### config.mk
export PLATFORM = sky130hd
export DESIGN_NAME = hh_rate_div
export DESIGN_NICKNAME = d
export VERILOG_FILES = /design/src/rtl/hh_rate_div.sv
export SDC_FILE = /design/constraint.sdc
export NUM_CORES = 1
export LEC_CHECK = 0
export ABC_AREA = 1
export CAP_MARGIN = 30
export CORE_ASPECT_RATIO = 0.6
export CORE_MARGIN = 1.5
export CORE_UTILIZATION = 54
export CTS_CLUSTER_DIAMETER = 120
export CTS_CLUSTER_SIZE = 24
export DETAILED_ROUTE_END_ITERATION = 10
export GPL_TIMING_DRIVEN = 0
export PLACE_DENSITY = 0.87
export SYNTH_ARGS = -nofsm -noshare
export SYNTH_HDL_FRONTEND = slang
export SYNTH_SLANG_ARGS = --single-unit
### constraint.sdc
create_clock -name clk -period 2.6 [get_ports clk]
set_clock_uncertainty 0.15 [all_clocks]
set_input_delay 0.39 -clock clk [delete_from_list [all_inputs] [get_ports clk]]
set_output_delay 0.39 -clock clk [all_outputs]
set_load 0.01 [all_outputs]
### src/rtl/hh_rate_div.sv
// hh_rate_div: gating rate = num / (exp_in - BIAS), signed Q10.12, sequential restoring divider
// Ports: clk; rst (async, active low); num/exp_in sampled with exp_valid;
//        rate_out/sat/sing valid with the rate_valid pulse; busy while dividing;
//        overrun pulses when exp_valid arrives while busy (input dropped).
module hh_rate_div #(
  parameter int DW       = 22,
  parameter int FW       = 12,
  parameter int BIAS     = 4096,
  parameter int EPS      = 0,
  parameter int SING_VAL = 410
) (
  input  logic          clk,
  input  logic          rst,
  input  logic [DW-1:0] num,
  input  logic [DW-1:0] exp_in,
  input  logic          exp_valid,
  output logic [DW-1:0] rate_out,
  output logic          rate_valid,
  output logic          busy,
  output logic          sat,
  output logic          sing,
  output logic          overrun
);
  localparam int QW = DW + FW;
  localparam int RW = DW + 2;
  localparam int CW = $clog2(QW + 1);
  localparam logic [DW:0]   BIAS_X = (DW+1)'(BIAS);
  localparam logic [DW:0]   EPS_X  = (DW+1)'(EPS);
  localparam logic [QW-1:0] POS_LIM = QW'((2**(DW-1)) - 1);
  localparam logic [QW-1:0] NEG_LIM = QW'(2**(DW-1));
  typedef enum logic [1:0] {IDLE, DIV, DONE} state_t;
  state_t        state_q, state_d;
  logic          sign_q, sign_d, spath_q, spath_d;
  logic [QW-1:0] dvd_q, dvd_d, quo_q, quo_d;
  logic [DW:0]   dvs_q, dvs_d;
  logic [RW-1:0] rem_q, rem_d;
  logic [CW-1:0] cnt_q, cnt_d;
  logic [DW-1:0] rate_out_q, rate_out_d;
  logic          rate_valid_q, rate_valid_d, busy_q, busy_d, sat_q, sat_d;
  logic          sing_q, sing_d, overrun_q, overrun_d;
  logic [DW:0]   den, abs_den;
  logic [DW-1:0] abs_num;
  logic [RW:0]   sh, diff;
  logic          singular, ge, pos_ovf, neg_ovf;
  always_comb begin
    den      = {exp_in[DW-1], exp_in} - BIAS_X;
    abs_den  = den[DW] ? -den : den;
    abs_num  = num[DW-1] ? -num : num;
    singular = abs_den <= EPS_X;
    // remainder stays below the divisor, so the shifted value never reaches bit RW;
    // a set top bit of the difference therefore means the trial subtract borrowed
    sh       = {rem_q, dvd_q[QW-1]};
    diff     = sh - (RW+1)'(dvs_q);
    ge       = !diff[RW];
    pos_ovf  = !sign_q && (quo_q > POS_LIM);
    neg_ovf  = sign_q && (quo_q > NEG_LIM);
    state_d      = state_q;
    sign_d       = sign_q;
    spath_d      = spath_q;
    dvd_d        = dvd_q;
    dvs_d        = dvs_q;
    rem_d        = rem_q;
    quo_d        = quo_q;
    cnt_d        = cnt_q;
    rate_out_d   = rate_out_q;
    rate_valid_d = 1'b0;
    busy_d       = busy_q;
    sat_d        = sat_q;
    sing_d       = sing_q;
    overrun_d    = exp_valid && busy_q;
    case (state_q)
      IDLE: if (exp_valid) begin
        sign_d  = num[DW-1] ^ den[DW];
        spath_d = singular;
        dvd_d   = {abs_num, {FW{1'b0}}};
        dvs_d   = abs_den;
        rem_d   = '0;
        quo_d   = '0;
        cnt_d   = '0;
        busy_d  = 1'b1;
        state_d = singular ? DONE : DIV;
      end
      DIV: begin
        rem_d   = ge ? diff[RW-1:0] : sh[RW-1:0];
        quo_d   = {quo_q[QW-2:0], ge};
        dvd_d   = {dvd_q[QW-2:0], 1'b0};
        cnt_d   = cnt_q + 1'b1;
        state_d = (cnt_q == CW'(QW - 1)) ? DONE : DIV;
      end
      DONE: begin
        state_d      = IDLE;
        busy_d       = 1'b0;
        rate_valid_d = 1'b1;
        sing_d       = spath_q;
        sat_d        = !spath_q && (pos_ovf || neg_ovf);
        rate_out_d   = spath_q ? DW'(SING_VAL) :
                       pos_ovf ? POS_LIM[DW-1:0] :
                       neg_ovf ? NEG_LIM[DW-1:0] :
                       sign_q  ? -quo_q[DW-1:0] : quo_q[DW-1:0];
      end
      default: state_d = IDLE;
    endcase
  end
  always_ff @(posedge clk or negedge rst) begin
    if (!rst) begin
      state_q      <= IDLE;
      sign_q       <= 1'b0;
      spath_q      <= 1'b0;
      dvd_q        <= '0;
      dvs_q        <= '0;
      rem_q        <= '0;
      quo_q        <= '0;
      cnt_q        <= '0;
      rate_out_q   <= '0;
      rate_valid_q <= 1'b0;
      busy_q       <= 1'b0;
      sat_q        <= 1'b0;
      sing_q       <= 1'b0;
      overrun_q    <= 1'b0;
    end else begin
      state_q      <= state_d;
      sign_q       <= sign_d;
      spath_q      <= spath_d;
      dvd_q        <= dvd_d;
      dvs_q        <= dvs_d;
      rem_q        <= rem_d;
      quo_q        <= quo_d;
      cnt_q        <= cnt_d;
      rate_out_q   <= rate_out_d;
      rate_valid_q <= rate_valid_d;
      busy_q       <= busy_d;
      sat_q        <= sat_d;
      sing_q       <= sing_d;
      overrun_q    <= overrun_d;
    end
  end
  assign rate_out   = rate_out_q;
  assign rate_valid = rate_valid_q;
  assign busy       = busy_q;
  assign sat        = sat_q;
  assign sing       = sing_q;
  assign overrun    = overrun_q;
endmodule

==> results.md, run 1 <==
* Outcome: complete, but fails checks
* Failing checks: setup timing
* Fillers at 1295
* Clk buf depth at 2
* Initial antenna violation count at 0
* Primary FF master, synth: dfrtp_1
* Vias in the first global route at 8657
* Post-synthesis cell count at 1329
* Final nets at 1517
* Slew headroom at between 40% and 50%
* WP data required at between 2 and 3 ns
* Critical path startpoint category: register
* Hold WC Path Type: register to register
* Switching Share at between 40% and 50%
* Fin. Hold Viols at 0
* Worst Setup SP: dvs_q[11]$_DFFE_PN0P_
* Peak VDD IR at 0.733 mV
* Critical path arrival at roughly 2.8 ns
* Initial Utilization at between 50% and 60%
* Reg2reg start: dvs_q[11]$_DFFE_PN0P_
* Seq cells post-synth at 140
* Synth warn at 0
* Routed Antenna Nets at 0
* Largest net degree at the start of global routing at between 70 and 80
* Worst Tran Pin Value at between 0.7 and 0.8 ns
* Post-route insts no fill at 1680
* Avg Vias per Cell at approximately 5.7
* Worst-Skew Late Latency at 0.43 ns
* Synth area leader: dfrtp_1
* First-pass GRT wire length at 43500 µm
* Site Rows at 36
* Diode count at 0
* Finished Cell Area at 0.0115 mm²
* Min Clock Period, post-route at ~2.6 ns
* Drt initial violations at between 1000 and 1500
* Post-Syn Area at 0.00926 mm²
* Slack of the critical path at -0.0335 ns
* Post-synth EDFFs at 0
* Layout cells sized above 1 at about an eighth
* Hold_ws at 0.333 ns
* Port bufs at 72
* Pre-antenna DRT Iters at 6
* Mapped Avg Cell Area at 6.97 µm²
* Internal at 9070 µW
* Clk root buf: clkbuf_16
* Tcrit/Tclk final at 101%
* DP Wirelength at between 15000 and 20000 µm
* DRT Wirelength at 27900 µm
* Max Cap Violations at 0
* Syn nets at 1407
* Crit path max fanout at 7
* Number of buffers created by CTS at 17
* Placed cell count at 1630
* Syn-to-layout area delta at 24.5%
* WS Path Type: register to register
* Post-synth top area share at 37.8%
* Net Switching at ~9000 µW
* Vias post-DR at 9583
* Leak at 0.00558 µW
* Placed inst area at 0.0103 mm²
* Num ports at 74
* Clk pin slew, worst setup/hold paths at 0.07 ns
* Die width at around 170 µm
* Crit end category: register
* Cell variety after synth at 44
* TNS Setup at -0.0576 ns
* Fin. max-slew vios at 0
* Overflow after GRT at 0
* Die height at 104 µm
* Gp weighted congestion at 0.930
* Fmax at between 300 and 400 MHz
* Hold_sp: sat$_DFFE_PN0P_
* DR WL/cell at around 17 µm
* Count leader, synth: nand2_1
* Total Routing Usage GR at 30.8%
* Clock power frac at 13.5%
* Seq/Total Area, Yosys at 37.8%
* Top cells by count, synth: 404 x nand2_1, 164 x inv_1, 140 x dfrtp_1, 140 x nor2_1, 90 x o21ai_0
* # DRC at 0
* Cell area power density at 1570 mW/mm²
* Synth top area cells: dfrtp_1 38%, nand2_1 16%, inv_1 6.6%
* RSZ-0062 raised after global routing: yes
* CTS sink count at 140
* CORE AREA at 0.0165 mm²
* CTS tree: done
* Power, Total at between 15000 and 20000 µW
* DIE AREA at ~0.018 mm²
* Finish-stage setup viols at 4
* Combinational share of power at 65.2%
* Sequential share of power at 21.2%
* H-tree lvl count at 4
* Ys async rst share at 100%
-- power by group through the flow --
stage                     registers (µW)  logic (µW)  clock network [µW]
after floorplan                     3740        6600                   0
after global placement              3770        8800                   0
after detailed placement            3800        9050                   0
after CTS                           3790        9400                2440
after global routing                3960       12800                2540
final                               3850       11800                2450
-- flip-flops by register name (all words and copies together) (netlist names), 2 cells and up --
signal and flops:
cnt_q 6, quo_q 34, state_q 2, rate_out 22, rem_q 24, dvd_q 22
dvs_q 23
-- cells in the final DEF, fill, tap and decap left out, types with 27 or more instances in the layout --
| master | instances |
|---|---|
| nand2_1 | 364 |
| inv_1 | 158 |
| dfrtp_1 | 140 |
| nor2_1 | 134 |
| o21ai_0 | 77 |
| clkdlybuf4s50_1 | 71 |
| a21oi_1 | 49 |
| nand3_1 | 49 |
| o22ai_1 | 38 |
| xor2_1 | 36 |
| clkbuf_1 | 27 |
| nand2_2 | 27 |
| o21ai_1 | 27 |
-- per-layer routing --
| metal | GRT usage (%) | up-vias | wire length [µm] |
|---|---|---|---|
| met4 | 7.76 | 0 | 434 |
| met1 | 47.1 | 4489 | 12500 |
| li1 | - | 4511 | - |
| met5 | 0 | - | 0 |
| met3 | 7.80 | 48 | 3200 |
| met2 | 42.6 | 535 | 11700 |
-- final timing paths --
path / end / slack, ns / cells past startpoint
max: rem_q[16]$_DFFE_PN0P_ / -0.03 / 14
min: sat$_DFFE_PN0P_ / 0.33 / 2
max reg2reg: rem_q[16]$_DFFE_PN0P_ / -0.03 / 14
min reg2reg: sat$_DFFE_PN0P_ / 0.33 / 2
max in group asynchronous: dvd_q[33]$_DFFE_PN0P_ / 1.15 / 3
min in group asynchronous: rem_q[8]$_DFFE_PN0P_ / 0.36 / 2
-- through the flow --
stage	utilization, %	worst slack (ns)
6_report	69.9	-0.0335
3_5_place_dp	62.5	-0.462
3_3_place_gp	62.3	-4.52
5_1_grt	69.9	-0.119
2_1_floorplan	-	0.171
4_1_cts	66.4	-0.00638
-- layout make-up --
class / instances / area, µm² / area share, %
Buffer: 41 / 235 / 2.04
Clock buffer: 17 / 425 / 3.69
Clock inverter: 15 / 153 / 1.32
Inverter: 171 / 644 / 5.59
Multi-Input combinational cell: 977 / 5340 / 46.3
Sequential cell: 140 / 3500 / 30.4
Tap cell: 228 / 285 / 2.47
Timing Repair Buffer: 91 / 947 / 8.21
-- what timing repair did --
action | 4_1_cts | 5_1_grt
gates resized for setup | 13 | 123
endpoints found under the hold margin | 65 | 0
gates cloned | 0 | 4
pin swaps | 4 | 30
setup buffers | 4 | 9
setup endpoints to repair | 39 | 56
hold buffers | 1 | 0
-- cells by family after synthesis --
logic type,synth area share [%]
compound gates,15.2
xor+xnor,4.92
fa+ha+maj,4.27
buf+inv,9.24
flops,37.8
simple gates,28.6
-- worst max-delay path, stage by stage (launching register included) --
cell and delay (ns):
dfrtp_1 0.36, inv_1 0.12, ha_1 0.30, a21oi_1 0.20
o21ai_0 0.18, a211oi_2 0.31, nand2_2 0.12, nand2_4 0.11
nand2_4 0.07, nand2_4 0.08, nand2_8 0.10, buf_8 0.17
nand2_4 0.06, nand2_2 0.05, o21ai_2 0.18
Power figures use the tool's default switching activity.
==> run 2: changes to the inputs <==
--- a/config.mk
+++ b/config.mk
@@ -5,7 +5,6 @@
 export SDC_FILE = /design/constraint.sdc
 export NUM_CORES = 1
 export LEC_CHECK = 0
-export ABC_AREA = 1
 export CAP_MARGIN = 30
 export CORE_ASPECT_RATIO = 0.6
 export CORE_MARGIN = 1.5
@@ -14,7 +13,7 @@
 export CTS_CLUSTER_SIZE = 24
 export DETAILED_ROUTE_END_ITERATION = 10
 export GPL_TIMING_DRIVEN = 0
-export PLACE_DENSITY = 0.87
+export PLACE_DENSITY_LB_ADDON = 0.2
 export SYNTH_ARGS = -nofsm -noshare
 export SYNTH_HDL_FRONTEND = slang
 export SYNTH_SLANG_ARGS = --single-unit
==> run 2 against run 1 <==
Net effect:
- the flow still finishes with violations (setup timing)
- critical path depth is 1 lower
- die area is 2.6% lower
- count of clock-buffer cells in the layout is 1 higher
- core utilization is 1.7 points higher
==> results.md, run 2 <==
* Met1 wire length at 12600 µm
* Top cells by count, synth: 140 x dfrtp_1, 115 x nand2_1, 106 x o21ai_0
* Worst-Skew Late Latency at 0.43 ns
* Diode count at 0
* Finish-stage setup viols at 27
* Site Rows at 36
* Cell variety after synth at 79
* Fin. Hold Viols at 0
* Fmax at 323 MHz
* Synth warn at 0
* Ys async rst share at 100%
* Die width at 170 µm
* First-pass GRT wire length at 41200 µm
* Fin. max-slew vios at 0
* Regs by FF count: quo_q (34), rem_q (24), dvs_q (23)
* CORE AREA at 0.0163 mm²
* DP Wirelength at 17800 µm
* Max reg flops at 34
* Slew headroom at a little under two fifths
* Initial Utilization at a little under three fifths
* Routed wl met3 at 2260 µm
* Post-route insts no fill at 1397
* Total Routing Usage GR at 30.2%
* Syn nets at 1087
* Dpl ws at -1.19 ns
* Most frequent cells in the layout: 139 x dfrtp_1, 114 x nand2_1, 87 x o21ai_0, 57 x buf_4, 51 x a22o_1
* Hold WC Path Type: input pin to register
* Seq/Total Area, Yosys at 38.9%
* DR WL/cell at around 18 µm
* Drt initial violations at 811
* Worst Tran Pin Value at 0.940 ns
* WS Path Type: register to register
* Final nets at 1234
* Slack of the critical path at -0.499 ns
* Post-synth EDFFs at 0
* Finished Cell Area at 0.0116 mm²
* Vias in the first global route at 7843
* Initial antenna violation count at 0
* DRT Wirelength at approximately 26000 µm
* Critical path arrival at 3.24 ns
* Clk root buf: clkbuf_16
* Post-synth top area share at 38.9%
* Vias post-DR at 8572
* Tcrit/Tclk final at 119%
* DR top layer: met4
* Power, Total at 16300 µW
* Port bufs at 69
* Seq cells post-synth at 140
* Clk pin slew, worst setup/hold paths at 0.06 ns
* WP data required at 2.74 ns
* Layout cells sized above 1 at 17.1%
* Number of buffers created by CTS at 17
* Die height at 103 µm
* Critical path startpoint category: register
* Max Cap Violations at 0
* Cell area power density at 1400 mW/mm²
* Failing checks: setup timing
* Post-synthesis cell count at 1009
* Clk buf depth at 2
* Overflow after GRT at 0
* Commonest non-fill, non-tap cell in the layout: dfrtp_1
* DIE AREA at between 0.015 and 0.02 mm²
* Min Clock Period, post-route at just over 3 ns
* Crit end category: register
* CTS tree: done
* Count leader, synth: dfrtp_1
* Fillers at 1219
* Crit path max fanout at 8
* Top reg by flops: quo_q
* Placed inst area at 0.0101 mm²
* Gp weighted congestion at 0.904
* Placed cell count at 1307
* Synth top area cells: dfrtp_1 39%, o21ai_0 5.9%, a22o_1 5.0%
* Syn-to-layout area delta at 29.2%
* Final core occ at slightly above 70%
* Avg Vias per Cell at roughly 6.1
* Post-Syn Area at 0.00902 mm²
* Largest net degree at the start of global routing at 73
* Primary FF master, synth: dfrtp_1
* # DRC at 0
* H-tree lvl count at 4
* Outcome: complete, but fails checks
* Synth area leader: dfrtp_1
* Leak at around 0.005 µW
* WL met2 at roughly 11000 µm
* Mapped Avg Cell Area at 8.94 µm²
* CTS sink count at 140
* Routed Antenna Nets at 0
* Peak VDD IR at 0.678 mV
* RSZ-0062 raised after global routing: yes
* Num ports at 74
* Pre-antenna DRT Iters at 5
[run 2: changes by cell type in the layout (fill, tap and decap cells not counted), moves of 27 or more]
cell | before | now
buf_4 | 13 | 57
nor2_1 | 134 | 48
nand3_1 | 49 | 12
inv_1 | 158 | 37
a22o_1 | 4 | 51
nand2_2 | 27 | 0
nand2_1 | 364 | 114
[run 2: cell families (layout without fill, tap and decap cells)]
group | count (synthesis) | after routing | share of synthesized area [%]
AO/OA/AOI/OAI | 346 | 346 | 25.7
XOR/XNOR | 81 | 81 | 7.95
adder cells (fa/ha/maj) | 31 | 31 | 4.39
buffers and inverters | 102 | 262 | 4.83
flip-flops | 140 | 140 | 38.9
multiplexers | 25 | 25 | 2.80
AND/OR/NAND/NOR | 284 | 284 | 15.5
[run 2: routing by layer]
layer	GRT usage (%)	vias up
li1	-	3999
met1	45.9	4121
met2	43.2	411
met3	6.95	41
met4	7.56	0
met5	0	-
[run 2: timing repair]
action / 4_1_cts / 5_1_grt
gates resized for setup: 98 / 71
setup buffers: 46 / 18
hold buffers: 1 / 0
hold endpoints to repair: 68 / 0
cloned: 0 / 0
endpoints found under the setup margin: 57 / 54
pin swaps: 30 / 30
[run 2: final timing paths]
kind	depth (start not counted)	start	end	slack [ns]
min reg2reg	2	dvs_q[4]$_DFFE_PN0P_	dvs_q[4]$_DFFE_PN0P_	0.33
min	3	exp_in[7]	dvs_q[7]$_DFFE_PN0P_	0.13
min in group asynchronous	2	rst	rem_q[12]$_DFFE_PN0P_	0.37
max reg2reg	13	dvd_q[33]$_DFFE_PN0P_	rem_q[20]$_DFFE_PN0P_	-0.50
max in group asynchronous	3	rst	quo_q[18]$_DFFE_PN0P_	1.16
max	13	dvd_q[33]$_DFFE_PN0P_	rem_q[20]$_DFFE_PN0P_	-0.50
[run 2: cell type report]
cell class	instances	area, µm²	area share [%]
well taps	228	285	2.45
inverters	45	174	1.49
multi-input cells	767	5580	47.9
clock inverters	14	149	1.28
flip-flops and latches	140	3500	30.1
repair buffers	132	1210	10.4
plain buffers	53	304	2.61
clock buffers	18	439	3.77
[run 2: metrics by stage]
stage | setup TNS, ns | hold slack (ns)
6_report | -11.07 | 0.126
5_1_grt | -14.06 | 0.171
4_1_cts | -11.37 | 0.124
3_5_place_dp | -33.59 | 0.277
3_3_place_gp | -675.35 | 0.314
2_1_floorplan | -6.48 | -0.0556
[run 2: power breakdown]
group | switching (µW) | total [µW] | internal [µW]
clock network | 1060 | 2440 | 1380
logic | 5430 | 9820 | 4390
registers | 878 | 4020 | 3140
[run 2: critical path, cell delays in order, from the launching register on]
cell	delay (ns)
dfrtp_1	0.36
inv_2	0.07
ha_4	0.16
fa_2	0.35
nand2b_4	0.17
a2111oi_4	0.40
o21ba_4	0.20
nor3_4	0.06
a21o_1	0.18
a211oi_2	0.20
buf_6	0.18
buf_8	0.15
mux2i_4	0.26
o21ai_2	0.07
==> edit, RTL diff (settings of run 2) <==
The parameter `DW` goes from 22 to 21.
--- a/src/rtl/hh_rate_div.sv
+++ b/src/rtl/hh_rate_div.sv
@@ -4,5 +4,5 @@
 //        overrun pulses when exp_valid arrives while busy (input dropped).
 module hh_rate_div #(
-  parameter int DW       = 22,
+  parameter int DW       = 21,
   parameter int FW       = 12,
   parameter int BIAS     = 4096,
Ports: changed (resized exp_in, num and rate_out); port bits go from 74 to 71. No check against the original RTL was run, so the function may have changed too.
==> edit against run 2 <==
The run still ends with negative setup slack left; synthesized area is 5.6% lower; worst setup slack worse by 0.0080 ns; design area is 6.7% higher; sequential cell count is 5 lower; combinational power is 25% higher; first-iteration DRC count is 94% higher; synthesized cell count is 1.7% lower; wire length is 33% higher; clock power is 3% higher; total power is 14% higher; highest routed layer unchanged.
==> edit: results (changes against run 2) <==
metric	value	unit	change
status	complete, but fails checks		unchanged
violations	negative setup slack		unchanged
grt_use_total	0.3630		was 0.3021
fin_cells	1383		was 1397
critPathMaxFanout	10		was 8
p_leak	5.165	nW	was 5.007 nW
ys.flop_type	dfrtp_1		unchanged
htreeDepth	4		unchanged
min_path_type	in2reg		unchanged
synth_area	8509	um2	was 9016 um2
ys_types	71		was 79
cp_slowest_cell	or4_4		was a2111oi_4
grt_pass1_wl	45370	um	was 41250 um
clk_path_buf_depth	2		unchanged
peakVddDrop	1097	uV	was 678.5 uV
clk_latency	0.44	ns	
hold_start	exp_in[0]		was exp_in[7]
synth-async-reset-ratio	1.000		unchanged
hold_violations	0		unchanged
rrSetupSlack	-0.51	ns	
first_iter_violations	1573		was 811
synth_warnings	0		unchanged
setup_violations	51		was 27
grt_pass1_vias	8389		was 7843
slew_headroom	0.08390		was 0.3694
rr_endpoint	rate_out[2]		was rem_q[20]
drt-pass1-iter-count	7		was 5
hold-worst-slack	0.2704	ns	was 0.1256 ns
syn_inst	992		was 1009
cts_root_buf	clkbuf_16		unchanged
routabilityCongestion	0.9422		was 0.9035
swShare	0.4685		was 0.4523
syn-num-nets	1068		was 1087
fill_cells	804		was 1219
holdPathStages	5		was 3
seq_area_frac_synth	0.3970		was 0.3886
arrival	3.32	ns	was 3.24 ns
r2r_cells	12		was 13
area_delta_synth_final	46.02	%	was 29.17%
worst_slack	-0.5071	ns	was -0.4992 ns
diodes	0		unchanged
clk_pin_slew	0.06	ns	about the same
cpPeakStageDelay	0.47	ns	was 0.40 ns
synth_common_cells	135 x dfrtp_1, 104 x nand2_1, 63 x a21oi_1, 63 x nor2_1, 57 x o21ai_1		was 140 x dfrtp_1, 115 x nand2_1, 106 x o21ai_0, 51 x a22o_1, 51 x nor2_1
dpl.hpwl	18200	um	was 17790 um
cts_buffers	17		unchanged
nets	1243		was 1234
grt_max_degree	88		was 73
via_count	9594		was 8572
r2r-start	quo_q[0]		was dvd_q[33]
place_inst	1259		was 1307
drive_gt1_frac	0.3068		was 0.1711
largestRegisters	quo_q: 33 flops, rem_q: 23 flops, dvs_q: 22 flops		was quo_q: 34 flops, rem_q: 24 flops, dvs_q: 23 flops
synth.area.top_cells	dfrtp_1 40%, nand2_1 4.6%, ha_1 4.4%		was dfrtp_1 39%, o21ai_0 5.9%, a22o_1 5.0%
hold_end	dvs_q[0]		was dvs_q[7]
io_buffers	62		was 69
antenna_found_initial	0		unchanged
wl	34240	um	was 25700 um
[edit: cell count changes after synthesis, moves of 13 or more]
| cell | run 2 | this run |
|---|---|---|
| nand3_1 | 16 | 38 |
| xor2_1 | 37 | 24 |
| o22ai_1 | 27 | 5 |
| o21ai_1 | 13 | 57 |
| o21ai_0 | 106 | 52 |
| a21oi_1 | 43 | 63 |
| a22o_1 | 51 | 32 |
| mux2i_1 | 23 | 2 |
[edit: final cells by class]
class                   instances  area share
plain buffers                  58     0.03051
inverters                      44     0.01571
well taps                     203     0.02044
clock inverters                15     0.01349
multi-input cells             750      0.4901
repair buffers                161      0.1230
flip-flops and latches        135      0.2725
clock buffers                  17     0.03424
[edit: through the flow]
stage	setup TNS [ns]	cell area [um2]	setup WS [ns]
finish	-16.23	12430	-0.5071
global route	-19.38	12430	-0.6288
CTS	-8.052	11550	-0.3969
detailed placement	-45.17	9572	-1.611
global placement	-634.80	9535	-4.393
floorplan	-2.117	8661	-0.1962
[edit: timing repair]
item                                    in CTS  in global routing
endpoints found under the setup margin      66                 85
cloned                                       1                  2
resized for setup                          206                157
hold endpoints to repair                    48                  0
pin swaps                                   73                 62
buffers inserted                            69                 27
hold buffers                                 1                  0
[edit: logic make-up (layout without fill, tap and decap cells)]
family | after synthesis | after routing | synth area share
xor+xnor | 65 | 65 | 0.06690
compound gates | 318 | 318 | 0.2417
flops | 135 | 135 | 0.3970
fa+ha+maj | 31 | 31 | 0.04646
simple gates | 333 | 333 | 0.1951
buf+inv | 107 | 295 | 0.04911
mux | 3 | 3 | 0.003676
[edit: how the worst max path moves through the flow]
stage	startpoint	end	slack, ns
2_1_floorplan	quo_q[10]	rate_out[8]	-0.20
3_3_place_gp	rst	quo_q[18]	-4.39
3_5_place_dp	exp_in[0]	spath_q	-1.61
4_1_cts	quo_q[1]	rate_out[19]	-0.40
5_1_grt	quo_q[0]	rate_out[8]	-0.63
6_report	quo_q[0]	rate_out[2]	-0.51
[edit: power groups by stage]
stage | sequential (mW) | clock [mW] | combinational [mW]
finish | 3.73 | 2.52 | 12.3
global route | 3.77 | 2.58 | 12.8
CTS | 3.58 | 2.47 | 9.50
detailed placement | 3.59 | 0 | 7.10
global placement | 3.58 | 0 | 6.90
floorplan | 3.48 | 0 | 5.14
[edit: worst max-delay path, delay by kind of cell, from the launching register on]
family | cells | cell delay (ns)
compound gates | 3 | 0.52
flops | 1 | 0.43
buf+inv | 3 | 0.40
fa+ha+maj | 1 | 0.14
simple gates | 5 | 1.40
[edit: per-layer routing]
metal,share of wire,wire [um],GRT usage,up-vias
li1,-,-,-,3976
met1,0.41,13890,0.5425,4658
met2,0.42,14480,0.4844,775
met3,0.13,4556,0.1277,185
met4,0.038,1310,0.1143,0
met5,0,0,0,-
